<file path="config.mk">
export PLATFORM = sky130hd
export DESIGN_NAME = cpu_ctrl_fsm
export DESIGN_NICKNAME = d
export VERILOG_FILES = /design/src/rtl/cpu_pkg.sv /design/src/rtl/instr_dec.sv /design/src/rtl/cpu_ctrl_fsm.sv
export SDC_FILE = /design/constraint.sdc
export NUM_CORES = 1
export LEC_CHECK = 0
export BUFFER_PORTS_ARGS = -buffer_cell sky130_fd_sc_hd__buf_2
export CORE_ASPECT_RATIO = 1.25
export CORE_MARGIN = 10
export CORE_UTILIZATION = 38
export DETAILED_ROUTE_END_ITERATION = 8
export PLACE_DENSITY_LB_ADDON = 0.1
export SLEW_MARGIN = 0
export SYNTH_ARGS = -nofsm -noshare
export SYNTH_HDL_FRONTEND = slang
export SYNTH_HIERARCHICAL = 1
export SYNTH_SLANG_ARGS = --single-unit
</file>
<file path="constraint.sdc">
create_clock -name clk -period 1.85 [get_ports clk]
set_input_delay 0.185 -clock clk [delete_from_list [all_inputs] [get_ports clk]]
set_output_delay 0.185 -clock clk [all_outputs]
set_load 0.02 [all_outputs]
</file>
<file path="src/rtl/cpu_pkg.sv">
// Shared constants for the RISC instruction controllers: state codes, opcode
// fields, regfile select codes, writeback source codes and ALU op codes.
package cpu_pkg;

    // Instruction width is fixed by the ISA.
    localparam int unsigned IW = 16;

    typedef logic [3:0] state_t;

    localparam state_t StWait    = 4'd0;
    localparam state_t StDecode  = 4'd1;
    localparam state_t StGetA    = 4'd2;
    localparam state_t StGetB    = 4'd3;
    localparam state_t StExec    = 4'd4;
    localparam state_t StCmpS    = 4'd5;
    localparam state_t StWrReg   = 4'd6;
    localparam state_t StWrImm   = 4'd7;
    localparam state_t StIllegal = 4'd8;

    localparam logic [2:0] OPC_MOV = 3'b110;
    localparam logic [2:0] OPC_ALU = 3'b101;

    localparam logic [1:0] OP_MOV_REG = 2'b00;
    localparam logic [1:0] OP_MOV_IMM = 2'b10;
    localparam logic [1:0] OP_CMP     = 2'b01;
    localparam logic [1:0] OP_MVN     = 2'b11;

    localparam logic [2:0] NSEL_NONE = 3'b000;
    localparam logic [2:0] NSEL_RN   = 3'b100;
    localparam logic [2:0] NSEL_RD   = 3'b010;
    localparam logic [2:0] NSEL_RM   = 3'b001;

    localparam logic [1:0] VSEL_C    = 2'b00;
    localparam logic [1:0] VSEL_IMM8 = 2'b10;

    localparam logic [1:0] ALU_ADD = 2'b00;
    localparam logic [1:0] ALU_SUB = 2'b01;
    localparam logic [1:0] ALU_AND = 2'b10;
    localparam logic [1:0] ALU_NOT = 2'b11;

endpackage

</file>
<file path="src/rtl/instr_dec.sv">
// Combinational instruction decoder: field extraction, sign extension, ALU op
// selection and classification flags for the sequencing controller.
module instr_dec
    import cpu_pkg::*;
(
    input  logic [IW-1:0] ir,
    output logic [1:0]    shift,
    output logic [IW-1:0] sximm8,
    output logic [IW-1:0] sximm5,
    output logic [1:0]    alu_op,
    output logic          legal,
    output logic          is_mov_imm,
    output logic          is_mov_reg,
    output logic          is_cmp,
    output logic          is_mvn
);

    logic [2:0] opcode;
    logic [1:0] op;
    logic       is_alu;

    // Field extraction and classification of the latched instruction.
    always_comb begin
        opcode     = ir[15:13];
        op         = ir[12:11];
        shift      = ir[4:3];
        sximm8     = {{(IW-8){ir[7]}}, ir[7:0]};
        sximm5     = {{(IW-5){ir[4]}}, ir[4:0]};
        is_alu     = (opcode == OPC_ALU);
        is_mov_imm = (opcode == OPC_MOV) && (op == OP_MOV_IMM);
        is_mov_reg = (opcode == OPC_MOV) && (op == OP_MOV_REG);
        is_cmp     = is_alu && (op == OP_CMP);
        is_mvn     = is_alu && (op == OP_MVN);
        legal      = is_alu || is_mov_imm || is_mov_reg;
        // MOV Rd,Rm passes B through an add with A forced to zero.
        alu_op     = is_alu ? op : ALU_ADD;
    end

endmodule

</file>
<file path="src/rtl/cpu_ctrl_fsm.sv">
// Instruction-sequencing controller: latches an instruction on the start
// handshake and steps the datapath through read, load, execute and writeback.
module cpu_ctrl_fsm
    import cpu_pkg::*;
(
    input  logic          clk,
    input  logic          reset,
    input  logic          s,
    input  logic [IW-1:0] instr,
    output logic          w,
    output logic          err,
    output logic [2:0]    nsel,
    output logic [1:0]    vsel,
    output logic          write,
    output logic          loada,
    output logic          loadb,
    output logic          loadc,
    output logic          loads,
    output logic          asel,
    output logic          bsel,
    output logic [1:0]    ALUop,
    output logic [1:0]    shift,
    output logic [IW-1:0] sximm8,
    output logic [IW-1:0] sximm5
);

    state_t        state_q, state_d;
    logic [IW-1:0] ir_q;
    logic          legal, is_mov_imm, is_mov_reg, is_cmp, is_mvn;

    instr_dec u_dec (
        .ir         (ir_q),
        .shift      (shift),
        .sximm8     (sximm8),
        .sximm5     (sximm5),
        .alu_op     (ALUop),
        .legal      (legal),
        .is_mov_imm (is_mov_imm),
        .is_mov_reg (is_mov_reg),
        .is_cmp     (is_cmp),
        .is_mvn     (is_mvn)
    );

    // State register and instruction capture on the start handshake.
    always_ff @(posedge clk or posedge reset) begin
        if (reset) begin
            state_q <= StWait;
            ir_q    <= '0;
        end else begin
            state_q <= state_d;
            if (state_q == StWait && s) begin
                ir_q <= instr;
            end
        end
    end

    // Next-state sequencing; unknown codes recover to WAIT.
    always_comb begin
        state_d = StWait;
        case (state_q)
            StWait:    state_d = s ? StDecode : StWait;
            StDecode: begin
                if (!legal)                      state_d = StIllegal;
                else if (is_mov_imm)             state_d = StWrImm;
                else if (is_mov_reg || is_mvn)   state_d = StGetB;
                else                             state_d = StGetA;
            end
            StGetA:    state_d = StGetB;
            StGetB:    state_d = is_cmp ? StCmpS : StExec;
            StExec:    state_d = StWrReg;
            default:   state_d = StWait;
        endcase
    end

    // Moore control outputs; ALUop and immediates come straight from the decoder.
    always_comb begin
        w     = 1'b0;
        err   = 1'b0;
        nsel  = NSEL_NONE;
        vsel  = VSEL_C;
        write = 1'b0;
        loada = 1'b0;
        loadb = 1'b0;
        loadc = 1'b0;
        loads = 1'b0;
        asel  = 1'b0;
        bsel  = 1'b0;
        case (state_q)
            StWait:    w = 1'b1;
            StGetA: begin
                nsel  = NSEL_RN;
                loada = 1'b1;
            end
            StGetB: begin
                nsel  = NSEL_RM;
                loadb = 1'b1;
            end
            StExec: begin
                loadc = 1'b1;
                asel  = is_mov_reg || is_mvn;
            end
            StCmpS:    loads = 1'b1;
            StWrReg: begin
                nsel  = NSEL_RD;
                vsel  = VSEL_C;
                write = 1'b1;
            end
            StWrImm: begin
                nsel  = NSEL_RN;
                vsel  = VSEL_IMM8;
                write = 1'b1;
            end
            StIllegal: err = 1'b1;
            default:   w = 1'b0;
        endcase
    end

endmodule

</file>
# --- Yosys cells after proc, flatten, opt, wreduce, memory -nomap -nowiden ---
# Cells that the tools add are included.
word_totals:
  reg_bits: 20
  latch_bits: 0
  ramBits: 0
  romBits: 0
  word_cells: 44
  memories: 0
op_classes:
  add_sub_neg: 0
  n_mul: 0
  n_div: 0
  order_cmp: 0
  eq_ne: 13
  n_shift: 0
  muxes: 17
  bitwise: 0
  reduce_logical: 12
op_table:
  columns: ["operator", "n"]
  rows:
  - ["$pmux W4 S5", 1]
  - ["$eq A4 B3 Y1 const B", 4]
  - ["$mux W1", 11]
  - ["$pmux W3 S3", 1]
  - ["$eq A4 B2 Y1 const B", 2]
  - ["$eq A3 B3 Y1 const B", 2]
  - ["$logic_and A1 B1 Y1", 5]
  - ["$eq A2 B2 Y1 const B", 2]
  - ["$eq A4 B1 Y1 const B", 1]
  - ["$eq A4 B4 Y1 const B", 1]
  - ["$logic_not A4 Y1", 1]
  - ["$mux W2", 2]
  - ["$mux W4", 1]
  - ["$reduce_or A2 Y1", 2]
  - ["$logic_or A1 B1 Y1", 3]
  - ["$mux W3", 1]
  - ["$eq A2 B1 Y1 const B", 1]
  - ["$logic_not A2 Y1", 1]

# --- Logic depth before layout (Yosys ltp) ---
logic_depth:
  word_depth: 7
  ltp_mapped: 5
  ltp_nobuf: 5

# --- By module ---
# Netlist, hierarchy kept.
by_module_without_submodules:
  columns: ["mod", "n_inst", "cells_each", "area_each_um2", "seq_area_each_um2"]
  rows:
  - ["cpu_ctrl_fsm", 1, 80, 997.2, 500.5]
  - ["instr_dec", 1, 45, 332.8, 0.0]

# --- Worst setup path after synthesis ---
# No wires, ideal clock.
synth_path:
  path_type: "reg-to-output"
  from: "reg state_q[0]"
  to: "out nsel[2]"
  arrival_time_ns: 1.562
  setup_slack_ns: 0.103
  stages_incl_launch_ff: 4
  path_cell_list: "dfrtp_1 > clkbuf_1 > and2b_1 > nor4b_1"
synth_between:
  elab_chain_cells: 3
  word_cells_on_any_way: 6
  cone_classes: "4 x eq/ne; 1 x mux; 1 x reduce/logical"
synth_lines:
  columns: ["item", "line_no", "rtl"]
  rows:
  - ["start: declaration", "cpu_ctrl_fsm.sv:27", "state_t state_q, state_d;"]
  - ["start signal: assignment", "cpu_ctrl_fsm.sv:47", "state_q <= StWait;"]
  - ["start signal: assignment", "cpu_ctrl_fsm.sv:50", "state_q <= state_d;"]
  - ["$eq A4 B2 Y1 or $eq A4 B3 Y1 (tied branches)", "cpu_ctrl_fsm.sv:88", "case (state_q)"]
  - ["$reduce_or A2 Y1 (no line)", null, null]
  - ["$pmux W3 S3 (*)", "cpu_ctrl_fsm.sv:88", null]
  - ["end: declaration", "cpu_ctrl_fsm.sv:12", "output logic [2:0] nsel,"]
# Every way passes the cells marked *; elsewhere a longest branch is shown, timed or not.

# --- Final worst setup path ---
layout_path:
  from: "reg state_q[3]"
  to: "out asel"
layout_between:
  elab_chain_cells: 2
layout_lines:
  columns: ["item", "line_no", "rtl"]
  rows:
  - ["$eq A4 B3 Y1", "cpu_ctrl_fsm.sv:88", null]
  - ["$mux W1", "cpu_ctrl_fsm.sv:88", null]
  - ["end: declaration", "cpu_ctrl_fsm.sv:19", "output logic asel,"]
# No other way between the ends.

==> impl_metrics.toml <==
[synthesis]
avgSynthCellArea_um2 = 10.20
ys.warnings.count = 6
syn-instance-count = 119
netlist_area_um2 = 1214

[power]
p_total_uw = 2819
peakVddDrop_mv = 0.8238
power_density_nw_per_um2 = 2145
p_leak_uw = 0.0007413

[clock_tree]
cts_buffers = 3
postCtsSetupRepairBufs = 0
clk_pin_slew_ns = 0.11
cts_tree = "done"
clkLatencyLatePin_ns = 0.29
htree_levels = 1
cts_buffer_depth = 2
cts_root_buf = "clkbuf_4"
cts_sinks = 17

[critical_path]
path_class = "reg2out"
worst_setup_path_start_kind = "flip-flop"
rrSetupSlack_ns = 0.25
cp.arrival_ns = 1.51
slowest_stage = "dfrtp_1"
crit_required_ns = 1.66
cp_cell_sequence = "nand2b_1, nor3_1, o21a_1, buf_2"
worst_setup_path_end_kind = "output pin"
slowest_delay_ns = 0.50
crit_fanout = 9

[die]
placementRows = 22
dieWidth_um = 70.55
core-area_um2 = 3000
die_h_um = 83.19
io_pins = 69
start_util_pct = 40.45
die_area_um2 = 5868

[detailed_routing]
drtAntennaViolNets = 0
vias = 834
wl_um = 2604
wl_met2_um = 1271
wirelength_met1_um = 976
firstDrtPassIters = 3
drt-vias-per-instance = 4.557
route.met3.wl_um = 335
top_layer = "met4"
first_iter_violations = 18
drc_errors = 0
wl_per_cell_um = 14.23

[cells_and_area]
nets = 167
n_antenna_cell = 0
drive_gt1_share_pct = 59.86
final_cell_count_no_fill = 183
syn_to_final_growth_pct = 8.247

[timing]
worst_hold_slack_ns = 0.1183
setup-violations-final = 0
finClkSkew_ns = 0.007339
fmax_ghz = 0.5908
finalHoldViolations = 0
post-route-min-period_ns = 1.693
worstMarginPinSlew_ns = 0.6471
setup-tns-final_ns = 0
post-route-period-util_pct = 91.49
rsz0062_at_grt = "false"
drv_slew = 0
slew_headroom_pct = 56.81

[global_route]
grt_pass1_wl_um = 4457
grt_overflow_total = 0
first_global_vias = 932
antenna_found_initial = 0
grt_max_degree = 18
track_usage_pct = 8.976

[flow_run]
cap_violations = 0

[min_path]
hp-class = "in2reg"

[run_status]
run_status = "finished clean"

[placement]
gp_congestion = 0.7616
io_buffers = 63
dpl.hpwl_um = 2115
dp.cells = 178
[report_power, final]
group	leakage, uW	internal [uW]	switching (uW)
Sequential	0.000202	560	242
Clock	0.0000177	80.2	118
Combinational	0.000521	728	1090
Total	0.000741	1370	1450
[sequential cells by signal (all words and copies together) (netlist names)]
name,cells
ir_q,13
state_q,4
[cell type report]
class                   instances  area, um^2
repair buffers                 65       332.8
clock buffers                   3       22.52
multi-input cells              56       461.7
well taps                      36       45.04
clock inverters                 1       5.005
inverters                       5       18.77
fillers                       304        1687
flip-flops and latches         17       427.9
[layout by cell type (no fill, tap or decap), drive strengths merged, types with 2 or more instances in the layout]
cell type,n
clkbuf,3
buf,64
mux2,13
nand2,4
nand2b,2
conb,2
inv,5
nor4,2
nor2,12
o21a,2
nor4b,2
dfrtp,17
nor2b,3
nor3,5
[worst paths after layout]
| path | depth (start not counted) | startpoint | end |
|---|---|---|---|
| worst max-delay path | 4 | state_q[3] | asel |
| worst min-delay path | 2 | instr[6] | ir_q[6] |
| worst max register to register | 5 | ir_q[13] | state_q[0] |
| worst min register to register | 1 | ir_q[5] | ir_q[5] |
| max in group asynchronous | 3 | reset | state_q[2] |
| min in group asynchronous | 3 | reset | ir_q[0] |
[critical path, delay by kind of cell, from the launching register on]
family	cells	cell delay [ns]
compound gates	1	0.15
flops	1	0.50
simple gates	2	0.42
buf+inv	1	0.16
[per-stage QoR]
stage	setup WS, ns	area, um^2	utilization [%]
4_1_cts	0.05393	1311	43.70
6_report	0.1574	1314	43.79
3_3_place_gp	0.3044	1274	42.45
2_1_floorplan	0.1030	1217	-
5_1_grt	0.04264	1314	43.79
3_5_place_dp	0.2615	1274	42.45
[per-layer routing]
metal	global-route usage, %	vias up
met5	0	-
met1	9.198	387
met2	14.93	38
met3	5.000	2
met4	3.163	0
li1	-	407
[repair_timing]
item	in CTS	in global routing
hold buffers	1	0
gates resized for setup	0	2
setup endpoints to repair	0	1
endpoints found under the hold margin	10	0
Power figures use the tool's default switching activity.
